--- src/rtl/pebble_loader_pkg.sv ---
// Shared types and constants for the Pebble program loader.
package pebble_pkg;

  typedef enum logic [2:0] {
    ST_IDLE  = 3'd0,
    ST_LOAD  = 3'd1,
    ST_BOOT  = 3'd2,
    ST_START = 3'd3,
    ST_RUN   = 3'd4,
    ST_DONE  = 3'd5
  } loader_state_t;

  localparam int          LOADER_BOOT_CYCLES = 2;
  localparam logic [15:0] LOADER_TIMEOUT     = 16'd50000;

  localparam int LOADER_IW = 9;
  localparam int LOADER_AW = 10;
  localparam int LOADER_CW = 16;

endpackage

--- src/rtl/pebble_loader_sat_ctr.sv ---
// Width-parameterised saturating up-counter with synchronous clear and enable.
module pebble_sat_ctr #(
  parameter int W = 16
) (
  input  logic         clk,
  input  logic         reset,
  input  logic         clr,
  input  logic         en,
  output logic [W-1:0] count
);

  // Clear has priority over counting; the count sticks at all-ones.
  always_ff @(posedge clk) begin
    if (!reset) begin
      count <= '0;
    end else if (clr) begin
      count <= '0;
    end else if (en && (count != '1)) begin
      count <= count + W'(1);
    end else begin
      count <= count;
    end
  end

endmodule

--- src/rtl/pebble_loader.sv ---
// Pebble program loader and run controller.
// Optional watchdog: define PEBBLE_LOADER_TIMEOUT_EN to abort a run that
// reaches LOADER_TIMEOUT cycles without cpu_done (sets err_timeout).
module pebble_loader
  import pebble_pkg::*;
#(
  parameter int IW = LOADER_IW,
  parameter int AW = LOADER_AW,
  parameter int CW = LOADER_CW
) (
  input  logic          clk,
  input  logic          reset,
  input  logic          in_valid,
  output logic          in_ready,
  input  logic [IW-1:0] in_data,
  input  logic          in_last,
  output logic          im_we,
  output logic [AW-1:0] im_waddr,
  output logic [IW-1:0] im_wdata,
  output logic          cpu_reset,
  output logic          cpu_start,
  input  logic          cpu_done,
  output logic          busy,
  output logic          run_done,
  input  logic          ack,
  output logic [AW:0]   word_count,
  output logic [CW-1:0] cycle_count,
  output logic          err_overflow,
  output logic          err_timeout
);

  localparam logic [AW:0] DEPTH = {1'b1, {AW{1'b0}}};

  loader_state_t state;
  loader_state_t next_state;
  logic          beat;
  logic          first_beat;
  logic          load_beat;
  logic          mem_full;
  logic          ovf_now;
  logic [1:0]    boot_cnt;
  logic          boot_last;
  logic          timeout_hit;

  assign in_ready   = reset && ((state == ST_IDLE) || (state == ST_LOAD));
  assign beat       = in_valid && in_ready;
  assign first_beat = beat && (state == ST_IDLE);
  assign load_beat  = beat && (state == ST_LOAD);
  assign mem_full   = (word_count == DEPTH);
  // Overflow including a beat being dropped right now, so an overflowing
  // in_last beat already skips the run.
  assign ovf_now    = err_overflow || (load_beat && mem_full);
  assign boot_last  = (boot_cnt == 2'(LOADER_BOOT_CYCLES - 1));

  // Counts BOOT cycles; held at zero in every other state.
  pebble_sat_ctr #(.W(2)) u_boot_ctr (
    .clk   (clk),
    .reset (reset),
    .clr   (state != ST_BOOT),
    .en    (state == ST_BOOT),
    .count (boot_cnt)
  );

  // Run-length counter: zeroed on the start pulse and on a new program.
  pebble_sat_ctr #(.W(CW)) u_cycle_ctr (
    .clk   (clk),
    .reset (reset),
    .clr   (first_beat || (state == ST_START)),
    .en    (state == ST_RUN),
    .count (cycle_count)
  );

`ifdef PEBBLE_LOADER_TIMEOUT_EN
  // The count reaches LOADER_TIMEOUT on the edge that ends this RUN cycle.
  assign timeout_hit = (cycle_count == (CW'(LOADER_TIMEOUT) - CW'(1)));

  // Watchdog flag; a simultaneous cpu_done takes precedence.
  always_ff @(posedge clk) begin
    if (!reset) begin
      err_timeout <= 1'b0;
    end else if (first_beat) begin
      err_timeout <= 1'b0;
    end else if ((state == ST_RUN) && !cpu_done && timeout_hit) begin
      err_timeout <= 1'b1;
    end else begin
      err_timeout <= err_timeout;
    end
  end
`else
  assign timeout_hit = 1'b0;
  assign err_timeout = 1'b0;
`endif

  // State register.
  always_ff @(posedge clk) begin
    if (!reset) begin
      state <= ST_IDLE;
    end else begin
      state <= next_state;
    end
  end

  // Next-state decode.
  always_comb begin
    next_state = state;
    case (state)
      ST_IDLE: begin
        if (first_beat) next_state = in_last ? ST_BOOT : ST_LOAD;
        else            next_state = ST_IDLE;
      end
      ST_LOAD: begin
        if (load_beat && in_last) next_state = ovf_now ? ST_DONE : ST_BOOT;
        else                      next_state = ST_LOAD;
      end
      ST_BOOT: begin
        if (boot_last) next_state = ST_START;
        else           next_state = ST_BOOT;
      end
      ST_START: next_state = ST_RUN;
      ST_RUN: begin
        if (cpu_done)         next_state = ST_DONE;
        else if (timeout_hit) next_state = ST_DONE;
        else                  next_state = ST_RUN;
      end
      ST_DONE: begin
        if (ack) next_state = ST_IDLE;
        else     next_state = ST_DONE;
      end
      default: next_state = ST_IDLE;
    endcase
  end

  // Registered outputs: memory write port, counters, flags and core controls
  // decoded from the state being entered so they line up with it.
  always_ff @(posedge clk) begin
    if (!reset) begin
      im_we        <= 1'b0;
      im_waddr     <= '0;
      im_wdata     <= '0;
      word_count   <= '0;
      err_overflow <= 1'b0;
      cpu_reset    <= 1'b1;
      cpu_start    <= 1'b0;
      busy         <= 1'b0;
      run_done     <= 1'b0;
    end else begin
      im_we <= 1'b0;
      if (first_beat) begin
        im_we        <= 1'b1;
        im_waddr     <= '0;
        im_wdata     <= in_data;
        word_count   <= (AW+1)'(1);
        err_overflow <= 1'b0;
      end else if (load_beat) begin
        if (mem_full) begin
          err_overflow <= 1'b1;
        end else begin
          im_we      <= 1'b1;
          im_waddr   <= word_count[AW-1:0];
          im_wdata   <= in_data;
          word_count <= word_count + (AW+1)'(1);
        end
      end else begin
        word_count <= word_count;
      end
      cpu_reset <= (next_state == ST_IDLE) || (next_state == ST_LOAD) ||
                   (next_state == ST_BOOT) || (next_state == ST_DONE);
      cpu_start <= (next_state == ST_START);
      busy      <= (next_state != ST_IDLE);
      run_done  <= (next_state == ST_DONE);
    end
  end

endmodule

--- config.mk ---
export PLATFORM = sky130hd
export DESIGN_NAME = pebble_loader
export DESIGN_NICKNAME = d
export VERILOG_FILES = /design/src/rtl/pebble_loader_pkg.sv /design/src/rtl/pebble_loader_sat_ctr.sv /design/src/rtl/pebble_loader.sv
export SDC_FILE = /design/constraint.sdc
export NUM_CORES = 1
export LEC_CHECK = 0
export CAP_MARGIN = 20
export CELL_PAD_IN_SITES_DETAIL_PLACEMENT = 0
export CELL_PAD_IN_SITES_GLOBAL_PLACEMENT = 1
export CORE_AREA = 2 2 93 95
export CTS_CLUSTER_SIZE = 28
export DETAILED_ROUTE_END_ITERATION = 8
export DIE_AREA = 0 0 95 97
export PLACE_DENSITY = 0.84
export RECOVER_POWER = 25
export SETUP_SLACK_MARGIN = 0.2
export SKIP_CTS_REPAIR_TIMING = 1
export SLEW_MARGIN = 5
export SYNTH_ARGS = -nofsm -noshare
export SYNTH_HDL_FRONTEND = slang
export SYNTH_SLANG_ARGS = --single-unit
--- constraint.sdc ---
create_clock -name clk -period 1.85 [get_ports clk]
set_clock_uncertainty 0.05 [all_clocks]
set_input_delay 0.2775 -clock clk [delete_from_list [all_inputs] [get_ports clk]]
set_output_delay 0.2775 -clock clk [all_outputs]
set_load 0.05 [all_outputs]
[Word-level counts from Yosys, hierarchy flattened]
Cells that the tools add are included.
Storage, ports and cells
  register bits: 57
  input bits: 15
  output and inout bits: 54
  logic and storage cells: 74
Cells by class
  $add $sub $neg: 3
  eq/ne operators: 15
  muxes and demuxes: 17
  bitwise operators: 2
  reduce and logical (&&, ||, !) cells: 24
Operator list (count)
  2-to-1 mux 9 bit: 3
  one-hot mux 3 bit (6 select lines): 1
  adder 16 x 1 -> 16 bit (second input constant): 1
  != test 16 bit (second input constant): 1
  == test 3 x 2 -> 1 bit (second input constant): 4
  adder 11 x 1 -> 11 bit (second input constant): 1
  == test 11 bit (second input constant): 1
  == test 3 bit (second input constant): 3
  2-to-1 mux 3 bit: 3
  logical AND 1 bit: 8
  2-to-1 mux 1 bit: 8
  == test 3 x 1 -> 1 bit (second input constant): 2
  zero test 3 bit: 2
  logical OR 1 bit: 6
  AND reduction 2 bit: 3
  OR reduction 2 bit: 3
  2-to-1 mux 2 bit: 2
  != test 2 bit (second input constant): 2
  != test 3 x 2 -> 1 bit (second input constant): 1
  nonzero test 3 bit: 1
  adder 2 x 1 -> 2 bit (second input constant): 1
  == test 2 x 1 -> 1 bit (second input constant): 1
  inverter 1 bit: 2
  nonzero test 2 bit: 1

[Depth between registers and ports, before layout]
  depth in word-level cells: 14
  depth in mapped cells: 8
  gate-level depth less buffers: 6

[Cells and area by module]
A second synthesis with hierarchy kept.
Second synthesis, totals
  cells, all modules: 300
  area total of the unflattened synthesis: 2733.9 sq um
By module, submodules not included
  pebble_loader: times used 1, cells an instance 200, area each 1770.4 sq um, seq. area each 780.7 sq um
  pebble_sat_ctr at u_cycle_ctr: times used 1, cells an instance 91, area each 864.6 sq um, seq. area each 320.3 sq um
  pebble_sat_ctr at u_boot_ctr: times used 1, cells an instance 9, area each 98.8 sq um, seq. area each 40.0 sq um

[Worst setup path after synthesis]
Ideal clock, no wire load.
  path kind: reg-to-reg
  from: register word_count[0]
  to: register word_count[5]
  library setup time: 0.128 ns
  arrival: 1.954 ns
  data required time: 1.672 ns
  setup slack: -0.281 ns
  stages on the path, launching flop included: 9
  path buffers: 2
  period minus slack after synthesis: 2.131 ns
  cell sequence: dfxtp_1 > inv_1 > ha_1 > and4_1 > buf_6 > buf_4 > nor4_1 > xnor2_1 > nor2_1
Between the ends
  cells in the longest elaborated chain, start to end: 3
  elaborated cells on any way between the ends: 4
  classes of those cells: 1 x add/sub; 1 x eq/ne; 1 x bitwise; 1 x reduce/logical
Ends and longest elaborated chain
  from (decl): RTL line pebble_loader.sv:26  | output logic [AW:0] word_count,
  from (signal assigned): RTL line pebble_loader.sv:152  | word_count <= (AW+1)'(1);
  from (signal assigned): RTL line pebble_loader.sv:161  | word_count <= word_count + (AW+1)'(1);
  from (signal assigned): RTL line pebble_loader.sv:164  | word_count <= word_count;
  parallel branches: the longest is 3 deep, another holds adder 11 x 1 -> 11 bit
Parallel ways; which one is timed is not known.
A chain may end at the register's enable or synchronous reset.

[Worst setup path after layout]
  from: input reset
  to: output in_ready
Between the ends
  cells in the longest elaborated chain, start to end: 1
Ends and longest elaborated chain
  from (decl): RTL line pebble_loader.sv:12  | input logic reset,
  logical AND 1 bit: RTL line pebble_loader.sv:45  | assign in_ready = reset && ((state == ST_IDLE) || (state == ST_LOAD));
  to (decl): RTL line pebble_loader.sv:14  | output logic in_ready,
No other way between the ends.

==> out/qor.yml <==
status: "complete, no violations"
synth_seq_area_share_pct: 44.2
cp.arrival_ns: 1.44
syn_avg_cell_area_sq_um: 8.35
final_cell_mix: "nand2_1, buf_4, nor2_1"
gr-usage-all-layers_pct: 14.4
leakage_nw: 1.78
cts_buffers: 9
finalHoldViolCount: 0
fillCellCount: 747
maxSlewViolCount: 0
whs_path_depth: 2
crit_fanout: 8
min_period_over_period_pct: 95.4
start_kind: "primary input"
synth_warnings: 0
port_buffers: 67
netlist_top_cells_area: "dfxtp_1, nand2_1, xnor2_1, nor2_1, nor3_1"
clk_latency_ns: 0.33
final_common_cell: "nand2_1"
place_inst: 493
cts.sinks: 57
hold_path_end: "im_waddr[7]"
ff2ff_path_depth: 9
rows: 33
gp_congestion: 0.800
ir_worst_vdd_uv: 364
max_freq_mhz: 567
relSlewSlack_pct: 58.4
die_w_um: 95
fin_setup_tns_ns: 0
cts_max_level: 3
dp_hpwl_mm: 4.72
ys_ff_latch: 57
vias: 2571
wl_mm: 7.20
syn-num-nets: 329
core-area_sq_um: 8130
synth-main-ff-cell: "dfxtp_1"
post-route-util_pct: 50.9
synth_top_cell_area_share_pct: 44.2
cts_tree: "done"
multi_input_area_sq_um: 1580
final_antenna_net_count: 0
grt_pass1_vias: 2321
r2r-end: "word_count[10]"
drive_gt1_share_pct: 34.0
reg2reg_from: "word_count[0]"
drtPass1Iterations: 4
cp.required_ns: 1.52
grt_pass1_wl_mm: 10.7
placed_area_sq_um: 3600
clockRootBuffer: "clkbuf_8"
drv_cap: 0
num_antenna_cells: 0
holdCritStartpoint: "im_waddr[7]"
synth_top_area_cell: "dfxtp_1"
stdcell_count: 529
clock_path_buffers: 2
rsz0062_at_grt: "true"
endpoint_kind: "output pin"
grt_overflow: 0
grt_max_degree: 22
final_area_sq_um: 4140
holdWs_ns: 0.401
netlist_instances: 309
synthToLayoutAreaGrowth_pct: 60.3
synth_edf_count: 0
nets: 439
hold_path.class: "register to register"
post_drt_wl_per_cell_um: 13.6
io_pins: 69
finalSetupViolations: 0
ff_latch_area_sq_um: 1200
antenna_found_initial: 0
crit_type: "primary input to output pin"
synth.cell_area_sq_um: 2580
via_per_inst: 4.86
drc: 0
worst-r2r-setup-slack_ns: 0.09
startpoint: "reset"
path_clk_slew_ns: 0.06
start_util_pct: 31.7
fp.dieArea_sq_um: 9220
worst_slew_pin_slew_ns: 0.627
period_needed_ns: 1.76
fp.dieH_um: 97
synth_cell_types: 39
power_density_nw_per_um2: 658
drt-initial-drc-count: 85
synthArstFlopShare_pct: 0
kinds of logic (layout without fill, tap and decap cells):
family          count (synthesis)  after routing  share of synthesized area [%]
simple gates                  155            155                           29.5
flops                          57             57                           44.2
compound gates                 40             40                           10.3
buf+inv                        27            142                           5.19
xor+xnor                       24             24                           8.15
fa+ha+maj                       5              5                           2.42
other cells                     1              1                          0.145
synth_stat cells, types with 2 or more instances:
| cell | number |
|---|---|
| buf_4 | 3 |
| nor4_1 | 7 |
| inv_1 | 7 |
| or3_1 | 2 |
| a21oi_1 | 15 |
| clkbuf_1 | 9 |
| buf_6 | 2 |
| and3_1 | 2 |
| nand4_1 | 7 |
| o21ai_0 | 12 |
| nand3_1 | 10 |
| dfxtp_1 | 57 |
| and4_1 | 4 |
| nand3b_1 | 5 |
| nand2_1 | 52 |
| and2_1 | 2 |
| nor2_1 | 35 |
| xor2_1 | 3 |
| o31ai_1 | 3 |
| nand2b_1 | 3 |
| ha_1 | 5 |
| buf_2 | 5 |
| nor3_1 | 18 |
| a41oi_1 | 2 |
| a22oi_1 | 2 |
| nor3b_1 | 4 |
| xnor2_1 | 21 |
worst max-delay path by stage:
stage,to,slack (ns),cells past startpoint
3_5_place_dp,run_done,-0.17,6
5_1_grt,run_done,0.02,6
3_3_place_gp,word_count[7],-0.13,7
4_1_cts,run_done,0.01,6
6_report,in_ready,0.09,5
2_1_floorplan,word_count[5],0.04,8
per-layer routing:
| layer | routed length (um) | global-route usage, % | part of all wire (%) | up-vias |
|---|---|---|---|---|
| li1 | - | - | - | 1287 |
| met1 | 3230 | 18.3 | 45 | 1227 |
| met2 | 3670 | 23.5 | 51 | 51 |
| met3 | 241 | 2.65 | 3.3 | 6 |
| met4 | 61 | 6.47 | 0.85 | 0 |
| met5 | 0 | 0 | 0 | - |
registers in the layout (all words and copies together), names as in the netlist:
name               cells
err_overflow           1
im_waddr              10
u_boot_ctr.count       2
run_done               1
cpu_start              1
u_cycle_ctr.count     16
im_we                  1
state                  3
cpu_reset              1
word_count            11
busy                   1
im_wdata               9
layout make-up:
type                    instances  area share (%)
multi-input cells             225            38.1
flip-flops and latches         57            28.9
repair buffers                119            25.1
well taps                     105            3.18
clock buffers                  10            3.09
clock inverters                 6           0.847
inverters                       7           0.696
power breakdown:
group	leakage, nW	switching, mW	internal [mW]
registers	0.479	0.0226	1.25
logic	1.21	0.272	0.182
clock network	0.0901	0.511	0.479
critical path, stage by stage:
cell,delay (ns)
clkdlybuf4s50_1,0.50
buf_4,0.18
inv_1,0.07
nor3_2,0.23
buf_12,0.18
metrics by stage:
| stage | total power, mW | setup WS (ns) |
|---|---|---|
| 6_report | 2.72 | 0.0856 |
| 5_1_grt | 2.83 | 0.0210 |
| 4_1_cts | 2.70 | 0.0131 |
| 3_5_place_dp | 1.70 | -0.167 |
| 3_3_place_gp | 1.70 | -0.132 |
| 2_1_floorplan | 1.54 | 0.0375 |
Note: power is estimated with default switching activity, not from simulation.
